File: src/rtl/unidad_control_pkg.sv
// unidad_control_pkg: opcode, condition, ALU and write-back select encodings.
package unidad_control_pkg;
  typedef enum logic [1:0] {OP_DP = 2'b00, OP_MEM = 2'b01, OP_BR = 2'b10, OP_UND = 2'b11} op_e;
  localparam logic [3:0] COND_EQ = 4'b0000;
  localparam logic [3:0] COND_NE = 4'b0001;
  localparam logic [3:0] COND_AL = 4'b1110;
  localparam logic [3:0] ALU_AND = 4'b0000;
  localparam logic [3:0] ALU_EOR = 4'b0001;
  localparam logic [3:0] ALU_SUB = 4'b0010;
  localparam logic [3:0] ALU_RSB = 4'b0011;
  localparam logic [3:0] ALU_ADD = 4'b0100;
  localparam logic [3:0] ALU_ORR = 4'b1100;
  localparam logic [3:0] ALU_MOV = 4'b1101;
  localparam logic [3:0] ALU_BIC = 4'b1110;
  localparam logic [3:0] ALU_MVN = 4'b1111;
  localparam logic [1:0] DI_ALU = 2'b00;
  localparam logic [1:0] DI_MEM = 2'b01;
  localparam logic [1:0] DI_PC4 = 2'b10;
  // Test/compare and carry variants reuse the plain ALU ops; carry comes from cin.
  function automatic logic [3:0] remap_cmd(input logic [3:0] c);
    return c == 4'b1000 ? ALU_AND :
           c == 4'b1001 ? ALU_EOR :
           (c == 4'b1010 || c == 4'b0110) ? ALU_SUB :
           (c == 4'b1011 || c == 4'b0101) ? ALU_ADD :
           c == 4'b0111 ? ALU_RSB : c;
  endfunction
endpackage

File: src/rtl/unidad_control_if.sv
// unidad_control_if: instruction fields in, datapath controls out.
interface unidad_control_if;
  logic [1:0] operation;
  logic [5:0] opcodes;
  logic [3:0] condicion;
  logic       zero;
  logic       selPC;
  logic       regWr;
  logic       selAddWr;
  logic [3:0] opALU;
  logic       cin;
  logic [1:0] selDiWr;
  logic       selOperaB;
  logic       memWr;
  logic       flag_z;
  modport master (output operation, opcodes, condicion, zero,
                  input selPC, regWr, selAddWr, opALU, cin, selDiWr, selOperaB, memWr, flag_z);
  modport slave  (input operation, opcodes, condicion, zero,
                  output selPC, regWr, selAddWr, opALU, cin, selDiWr, selOperaB, memWr, flag_z);
endinterface

File: src/rtl/unidad_control_cond_check.sv
// cond_check: Z flag register and condition-pass evaluation against the held Z.
module cond_check
  import unidad_control_pkg::*;
(
  input  logic       clk,
  input  logic       rst_n,
  input  logic [3:0] cond_i,
  input  logic       flag_en_i,
  input  logic       zero_i,
  output logic       cp_o,
  output logic       z_o
);
  logic z_q, z_d;
  assign cp_o = cond_i == COND_EQ ? z_q : cond_i == COND_NE ? ~z_q : cond_i == COND_AL;
  assign z_d  = (cp_o & flag_en_i) ? zero_i : z_q;
  assign z_o  = z_q;
  always_ff @(posedge clk or negedge rst_n)
    if (!rst_n) z_q <= 1'b0;
    else z_q <= z_d;
endmodule

File: src/rtl/unidad_control.sv
// unidad_control: combinational main decoder with conditional execution on Z.
module unidad_control
  import unidad_control_pkg::*;
(
  input logic            clk,
  input logic            rst_n,
  unidad_control_if.slave bus
);
  logic is_dp, is_mem, is_br, cp, u, l;
  logic [3:0] cmd, dp_alu;
  assign is_dp  = bus.operation == OP_DP;
  assign is_mem = bus.operation == OP_MEM;
  assign is_br  = bus.operation == OP_BR;
  assign cmd    = bus.opcodes[4:1];
  assign u      = bus.opcodes[3];
  assign l      = bus.opcodes[0];
  assign dp_alu = remap_cmd(cmd);
  cond_check u_cond (
    .clk       (clk),
    .rst_n     (rst_n),
    .cond_i    (bus.condicion),
    .flag_en_i (is_dp & bus.opcodes[0]),
    .zero_i    (bus.zero),
    .cp_o      (cp),
    .z_o       (bus.flag_z)
  );
  assign bus.opALU     = is_dp ? dp_alu : (is_mem & ~u) ? ALU_SUB : ALU_ADD;
  assign bus.cin       = is_dp ? (dp_alu == ALU_SUB || dp_alu == ALU_RSB) : is_mem & ~u;
  assign bus.selOperaB = is_dp ? bus.opcodes[5] : is_mem ? ~bus.opcodes[5] : is_br;
  assign bus.selDiWr   = is_mem ? DI_MEM : is_br ? DI_PC4 : DI_ALU;
  assign bus.selAddWr  = is_br;
  // Architectural side effects are held off while reset is asserted.
  assign bus.regWr = rst_n & cp & ((is_dp & cmd[3:2] != 2'b10) | (is_mem & l) | (is_br & bus.opcodes[4]));
  assign bus.memWr = rst_n & cp & is_mem & ~l;
  assign bus.selPC = rst_n & cp & is_br;
endmodule

File: src/flat_wrapper.sv
// flat-port wrapper written by rule: the top's interface ports become plain ports
module unidad_control_flat import unidad_control_pkg::*;
  (clk, rst_n, bus_operation, bus_opcodes, bus_condicion, bus_zero, bus_selPC, bus_regWr, bus_selAddWr, bus_opALU, bus_cin, bus_selDiWr, bus_selOperaB, bus_memWr, bus_flag_z);
  unidad_control_if bus_i ();
  input logic clk;
  input logic rst_n;
  input wire logic [$bits(bus_i.operation)-1:0] bus_operation;
  input wire logic [$bits(bus_i.opcodes)-1:0] bus_opcodes;
  input wire logic [$bits(bus_i.condicion)-1:0] bus_condicion;
  input wire logic [$bits(bus_i.zero)-1:0] bus_zero;
  output wire logic [$bits(bus_i.selPC)-1:0] bus_selPC;
  output wire logic [$bits(bus_i.regWr)-1:0] bus_regWr;
  output wire logic [$bits(bus_i.selAddWr)-1:0] bus_selAddWr;
  output wire logic [$bits(bus_i.opALU)-1:0] bus_opALU;
  output wire logic [$bits(bus_i.cin)-1:0] bus_cin;
  output wire logic [$bits(bus_i.selDiWr)-1:0] bus_selDiWr;
  output wire logic [$bits(bus_i.selOperaB)-1:0] bus_selOperaB;
  output wire logic [$bits(bus_i.memWr)-1:0] bus_memWr;
  output wire logic [$bits(bus_i.flag_z)-1:0] bus_flag_z;
  assign bus_i.operation = bus_operation;
  assign bus_i.opcodes = bus_opcodes;
  assign bus_i.condicion = bus_condicion;
  assign bus_i.zero = bus_zero;
  assign bus_selPC = bus_i.selPC;
  assign bus_regWr = bus_i.regWr;
  assign bus_selAddWr = bus_i.selAddWr;
  assign bus_opALU = bus_i.opALU;
  assign bus_cin = bus_i.cin;
  assign bus_selDiWr = bus_i.selDiWr;
  assign bus_selOperaB = bus_i.selOperaB;
  assign bus_memWr = bus_i.memWr;
  assign bus_flag_z = bus_i.flag_z;
  unidad_control u_core (.clk(clk), .rst_n(rst_n), .bus(bus_i));
endmodule
File: config.mk
export PLATFORM = sky130hd
export DESIGN_NAME = unidad_control_flat
export DESIGN_NICKNAME = d
export VERILOG_FILES = /design/src/rtl/unidad_control_pkg.sv /design/src/rtl/unidad_control_if.sv /design/src/rtl/unidad_control_cond_check.sv /design/src/rtl/unidad_control.sv /design/src/flat_wrapper.sv
export SDC_FILE = /design/constraint.sdc
export NUM_CORES = 1
export LEC_CHECK = 0
export BUFFER_PORTS_ARGS = -buffer_cell sky130_fd_sc_hd__buf_2
export CAP_MARGIN = 40
export CORE_AREA = 3 3 40 42
export CTS_BUF_LIST = sky130_fd_sc_hd__clkbuf_4 sky130_fd_sc_hd__clkbuf_8 sky130_fd_sc_hd__clkbuf_16
export CTS_CLUSTER_DIAMETER = 120
export DETAILED_ROUTE_END_ITERATION = 10
export DIE_AREA = 0 0 43 45
export PLACE_DENSITY = 0.61
export SLEW_MARGIN = 10
export SYNTH_ARGS = -nofsm -noshare
export SYNTH_HDL_FRONTEND = slang
export SYNTH_SLANG_ARGS = --single-unit
export TNS_END_PERCENT = 5
File: constraint.sdc
create_clock -name clk -period 2.1 [get_ports clk]
set_input_delay 0.315 -clock clk [delete_from_list [all_inputs] [get_ports clk]]
set_output_delay 0.315 -clock clk [all_outputs]
set_load 0.005 [all_outputs]
Yosys cells after proc, flatten, opt, wreduce, memory -nomap -nowiden:

Index checks and enable logic that the tools add are counted.

* word-level logic and storage cells: 51
* output and inout bits: 13
* input port bits: 15
* bits in registers: 1

* equal/unequal tests: 14
* bitwise gates (word level): 17
* muxes and demuxes: 14
* reductions and logical operators: 5

Operators with widths (count)
* 4-bit two-way mux: 6
* 4-bit == test, second input constant: 5
* 4-bit by 3-bit == test with 1-bit output, second input constant: 3
* 1-bit AND: 11
* 4-bit by 2-bit == test with 1-bit output, second input constant: 2
* 1-bit two-way mux: 5
* 4-bit by 1-bit == test with 1-bit output, second input constant: 1
* 4-bit logical NOT: 1
* 2-bit two-way mux: 2
* 1-bit NOT: 4
* 1-bit logical OR: 3
* 3-bit two-way mux: 1
* 2-bit by 1-bit == test with 1-bit output, second input constant: 1
* 2-bit == test, second input constant: 1
* 2-bit logical NOT: 1
* 2-bit inequality test, second input constant: 1
* 1-bit OR: 2

Longest topological paths before layout:

* depth in word-level cells: 9
* mapped depth: 3
* gate-level depth less buffers: 3

Hierarchy:

A second synthesis with hierarchy kept.

* cell total of the unflattened synthesis: 44
* area total of the unflattened synthesis: 347.8 sq um

Modules (own cells, without submodules)
* unidad_control: instances 1, cells each 33, area each 242.7 sq um, seq. area each 0.0 sq um
* cond_check: instances 1, cells each 11, area each 105.1 sq um, seq. area each 25.0 sq um

Least setup slack after synthesis:

OpenSTA, ideal clock, no wires.

* path type: flip-flop to output port
* start point: register u_core.u_cond.z_q (netlist: u_core.u_cond.z_o)
* end point: output port bus_regWr
* buffers on the path: 0
* stages on the path, launching flop included: 4
* required time: 1.785 ns
* arrival: 0.960 ns
* setup slack: 0.825 ns
* path through: dfrtp_1 -> xor2_1 -> a21oi_1 -> and4b_1

* word-level cells in the longest chain between the ends: 5

RTL lines
* start: declaration: RTL line unidad_control_cond_check.sv:13 `logic z_q, z_d;`
* start signal: assignment: RTL line unidad_control_cond_check.sv:19 `else z_q <= z_d;`
* 1-bit NOT: RTL line unidad_control_cond_check.sv:14 `assign cp_o = cond_i == COND_EQ ? z_q : cond_i == COND_NE ? ~z_q : cond_i == COND_AL;`
* 1-bit two-way mux: RTL line unidad_control_cond_check.sv:14
* 1-bit two-way mux *: RTL line unidad_control_cond_check.sv:14
* 1-bit AND * (2 in a row): RTL line unidad_control.sv:33 `assign bus.regWr = rst_n & cp & ((is_dp & cmd[3:2] != 2'b10) | (is_mem & l) | (is_br & bus.opcodes[4]));`
* end: declaration: RTL line flat_wrapper.sv:12 `output wire logic [$bits(bus_i.regWr)-1:0] bus_regWr;`

Mark *: on every way between the ends. The rest lies on a longest branch, timed or not.

Worst setup path after layout:

* start point: input port bus_condicion[3]
* end point: output port bus_regWr

* word-level cells in the longest chain between the ends: 5

RTL lines
* start: declaration: RTL line flat_wrapper.sv:9 `input wire logic [$bits(bus_i.condicion)-1:0] bus_condicion;`
* 4-bit == test or 4-bit by 1-bit == test with 1-bit output (tied branches): RTL line unidad_control_cond_check.sv:14
* 1-bit two-way mux: RTL line unidad_control_cond_check.sv:14
* 1-bit two-way mux *: RTL line unidad_control_cond_check.sv:14
* 1-bit AND * (2 in a row): RTL line unidad_control.sv:33

Marks and branches as above.

==> results.tsv <==
stage	metric	value	unit
run_status	outcome	finished clean	
critical_path	reg-to-reg endpoint	u_core.u_cond.z_o	
finish	commonest cells after routing, fill and taps aside	27 x sky130_fd_sc_hd__buf_2, 4 x sky130_fd_sc_hd__nor2_1, 4 x sky130_fd_sc_hd__a21oi_1	
synthesis	summed instance area of the synthesized netlist	303	um2
timing	max-slew headroom at the worst pin	0.787	
timing	Setup TNS Final	0	ns
floorplan	number of rows in the core area	13	
placed_design	final RePlAce weighted congestion	0.783	
pwr	share of total power consumed by net switching	0.389	
finish	most common cell after layout, fill and taps aside	sky130_fd_sc_hd__buf_2	
critical_path	biggest fanout along the worst timing path	4	
cts	register clock-pin slew on the reported worst setup and hold paths	0	ns
grt	via count of the first global-routing pass	318	
critical_path	required time at the worst-slack endpoint	1.78	ns
critical_path	biggest cell delay along the critical path	0.25	ns
route	total via count in the routed design	400	
finish	post-layout instance area	442	um2
timing	tightest hold margin	0.113	ns
cts	worst skew pair latency	0	ns
pwr	cell internal power dissipation	0.0000515	W
grt	Global Route Usage Sum	0.0864	
pwr	sequential share of power	0.242	
pwr	combinational share of power	0.758	
synthesis	Cells after Synth	42	
route	DRC violation total after the first TritonRoute iteration	1	
cts	CTS Hold Buffers Added	0	
finish	layout cell share with drive strength beyond 1	0.448	
finish	number of fill cells in the layout	147	
route	wire length per cell	10.7	um
finish	flip-flop count of the largest register, all copies and words added	1	
cts	Post-CTS Resized	0	
critical_path	worst path bufs/invs	2	
synthesis	post-synthesis average cell area	7.21	um2
critical_path	depth of the worst register-to-register path	2	
route	number of routed nets with antenna violations	0	
route	number of design rule violations left after detail routing	0	
critical_path	CP max stage cell	sky130_fd_sc_hd__and4b_2	
critical_path	path type of the worst setup path	input port to output pin	
pwr	Pleak	0.234	nW
hold_path	class of the tightest hold or removal check	input port to asynchronous set/reset pin	
pwr	power per cell area	191	nW/um2
finish	layout net count	84	
floorplan	effective utilization at floorplan	0.236	
grt	initial antenna violation count	0	
grt	pin count of the biggest net entering global routing	10	
floorplan	area of the core	1280	um2
finish	number of antenna diodes	0	
critical_path	Worst R2R Setup Slack	1.42	ns
timing	unrepaired setup endpoints after global routing	no	
pwr	power dissipated by switching net loads	0.0000328	W
timing	timing-limited maximum frequency	650	MHz
pwr	proportion of power drawn by the clock network	0	
timing	transition at the pin with the smallest max-transition slack	0.318	ns
pwr	VDD IR max	0.0469	mV
timing	final worst path period need	1.54	ns
route	sum of routed wire length over all layers	880	um
synthesis	total number of yosys warnings	0	
placed_design	HPWL after DPL	768	um
route	First-pass DRT Iterations	3	
timing	Final Hold Fails	0	
cts	post-CTS setup buffer count	0	
placed_design	Port Buffers	27	
critical_path	startpoint of the worst register-to-register path	u_core.u_cond.z_o	
timing	Max Clock Skew	0	ns
floorplan	top-level I/O count	28	
timing	Setup violations, final	0	
grt	global-route wire length before repair	1410	um
placed_design	instance area at placement	442	um2
critical_path	CP arrival	1.22	ns
critical_path	kind of end point of the critical path	output pin	
timing	Slew Limit Fails	0	
floorplan	Chip Width	43	um
synthesis	net count after synthesis	57	
finish	Synth-to-Final Area Change	45.9	%
route	via count normalized by instance count	4.88	
critical_path	kind of cell adding the most delay to the critical path	simple AND/OR/NAND/NOR gates	
floorplan	vertical die dimension	45	um
timing	final critical-path share of the clock period	0.732	
floorplan	die area	1940	um2
synthesis	post-synthesis sequential area ratio	0.0826	
synthesis	number of distinct library cells after synthesis	29	
grt	overall overflow remaining after global route	0	
critical_path	crit path cell chain	buf_2 > and4b_2 > a21oi_1 > and4b_1 > buf_2	
critical_path	cell repeated most along the worst path	sky130_fd_sc_hd__buf_2	
critical_path	element type at the critical path start	input port	
job	Max Cap Viol	0	
synthesis	Seq cells post-synth	1	
## area by class of cell
class                   instances  area, um2  share of cell area
flip-flops and latches          1       25.0              0.0567
inverters                       3       11.3              0.0255
repair buffers                 27        135               0.306
well taps                      15       18.8              0.0425
multi-input cells              36        251               0.569
## synthesized netlist by cell type
cell	count	share of area
sky130_fd_sc_hd__o21ai_0	1	0.017
sky130_fd_sc_hd__o2111ai_1	1	0.029
sky130_fd_sc_hd__o21bai_1	1	0.025
sky130_fd_sc_hd__and3b_1	1	0.029
sky130_fd_sc_hd__o211ai_2	1	0.041
sky130_fd_sc_hd__or4b_1	1	0.033
sky130_fd_sc_hd__buf_4	2	0.050
sky130_fd_sc_hd__nand2b_1	2	0.041
sky130_fd_sc_hd__nand2_1	2	0.025
sky130_fd_sc_hd__nand3b_1	1	0.025
sky130_fd_sc_hd__xnor2_1	1	0.029
sky130_fd_sc_hd__dfrtp_1	1	0.083
sky130_fd_sc_hd__o21ba_2	1	0.033
sky130_fd_sc_hd__inv_1	3	0.037
sky130_fd_sc_hd__a221oi_1	1	0.029
sky130_fd_sc_hd__nor3_1	1	0.017
sky130_fd_sc_hd__nor4bb_1	1	0.033
sky130_fd_sc_hd__o2111a_1	1	0.037
sky130_fd_sc_hd__nor3b_1	1	0.025
sky130_fd_sc_hd__and4b_2	1	0.037
sky130_fd_sc_hd__nor2_1	4	0.050
sky130_fd_sc_hd__a21oi_1	4	0.066
sky130_fd_sc_hd__xor2_1	1	0.029
sky130_fd_sc_hd__and3_1	1	0.021
sky130_fd_sc_hd__and4b_1	1	0.033
sky130_fd_sc_hd__nor2b_1	3	0.062
sky130_fd_sc_hd__nand3_1	1	0.017
sky130_fd_sc_hd__nor4b_1	1	0.029
sky130_fd_sc_hd__a31oi_1	1	0.021
## logic make-up after synthesis
group,count (synthesis),synth area share
compound gates,12,0.298
xor+xnor,2,0.0579
simple gates,22,0.475
buf+inv,5,0.0868
flops,1,0.0826
## worst max-delay path by stage
stage,from,end,slack (ns),depth (start not counted)
after global routing,bus_condicion[3],bus_memWr,0.47,5
after floorplan,u_core.u_cond.z_o,bus_regWr,0.83,3
after detailed placement,bus_condicion[3],bus_memWr,0.55,5
final,bus_condicion[3],bus_regWr,0.56,5
after global placement,bus_operation[0],bus_opALU[0],0.58,5
after CTS,bus_condicion[3],bus_memWr,0.55,5
## worst register-to-register path, cell delays in order (launching register included)
cell,delay (ns)
sky130_fd_sc_hd__dfrtp_1,0.39
sky130_fd_sc_hd__inv_1,0.08
sky130_fd_sc_hd__o211ai_2,0.08
## power by group through the flow
stage / registers, W / clock network, W / logic, W
CTS: 0.0000204 / 0 / 0.0000645
global route: 0.0000205 / 0 / 0.0000715
floorplan: 0.0000204 / 0 / 0.0000299
global placement: 0.0000204 / 0 / 0.0000631
finish: 0.0000204 / 0 / 0.0000639
detailed placement: 0.0000204 / 0 / 0.0000642
## through the flow
| step | cells | utilization | power [W] | setup slack (ns) |
|---|---|---|---|---|
| 2_1_floorplan | 42 | - | 0.0000503 | 0.825 |
| 3_3_place_gp | 82 | 0.344 | 0.0000834 | 0.580 |
| 3_5_place_dp | 82 | 0.344 | 0.0000845 | 0.547 |
| 4_1_cts | 82 | 0.344 | 0.0000848 | 0.547 |
| 5_1_grt | 82 | 0.344 | 0.0000920 | 0.470 |
| 6_report | 82 | 0.344 | 0.0000842 | 0.562 |
## routing by layer
layer  vias to the layer above  part of all wire  track usage
met5                         -                 0            0
met1                       170              0.45        0.129
met2                        21              0.43        0.147
met4                         0                 0            0
met3                         0              0.12      0.00398
li1                        209                 -            -
Note: power is estimated with default switching activity, not from simulation.
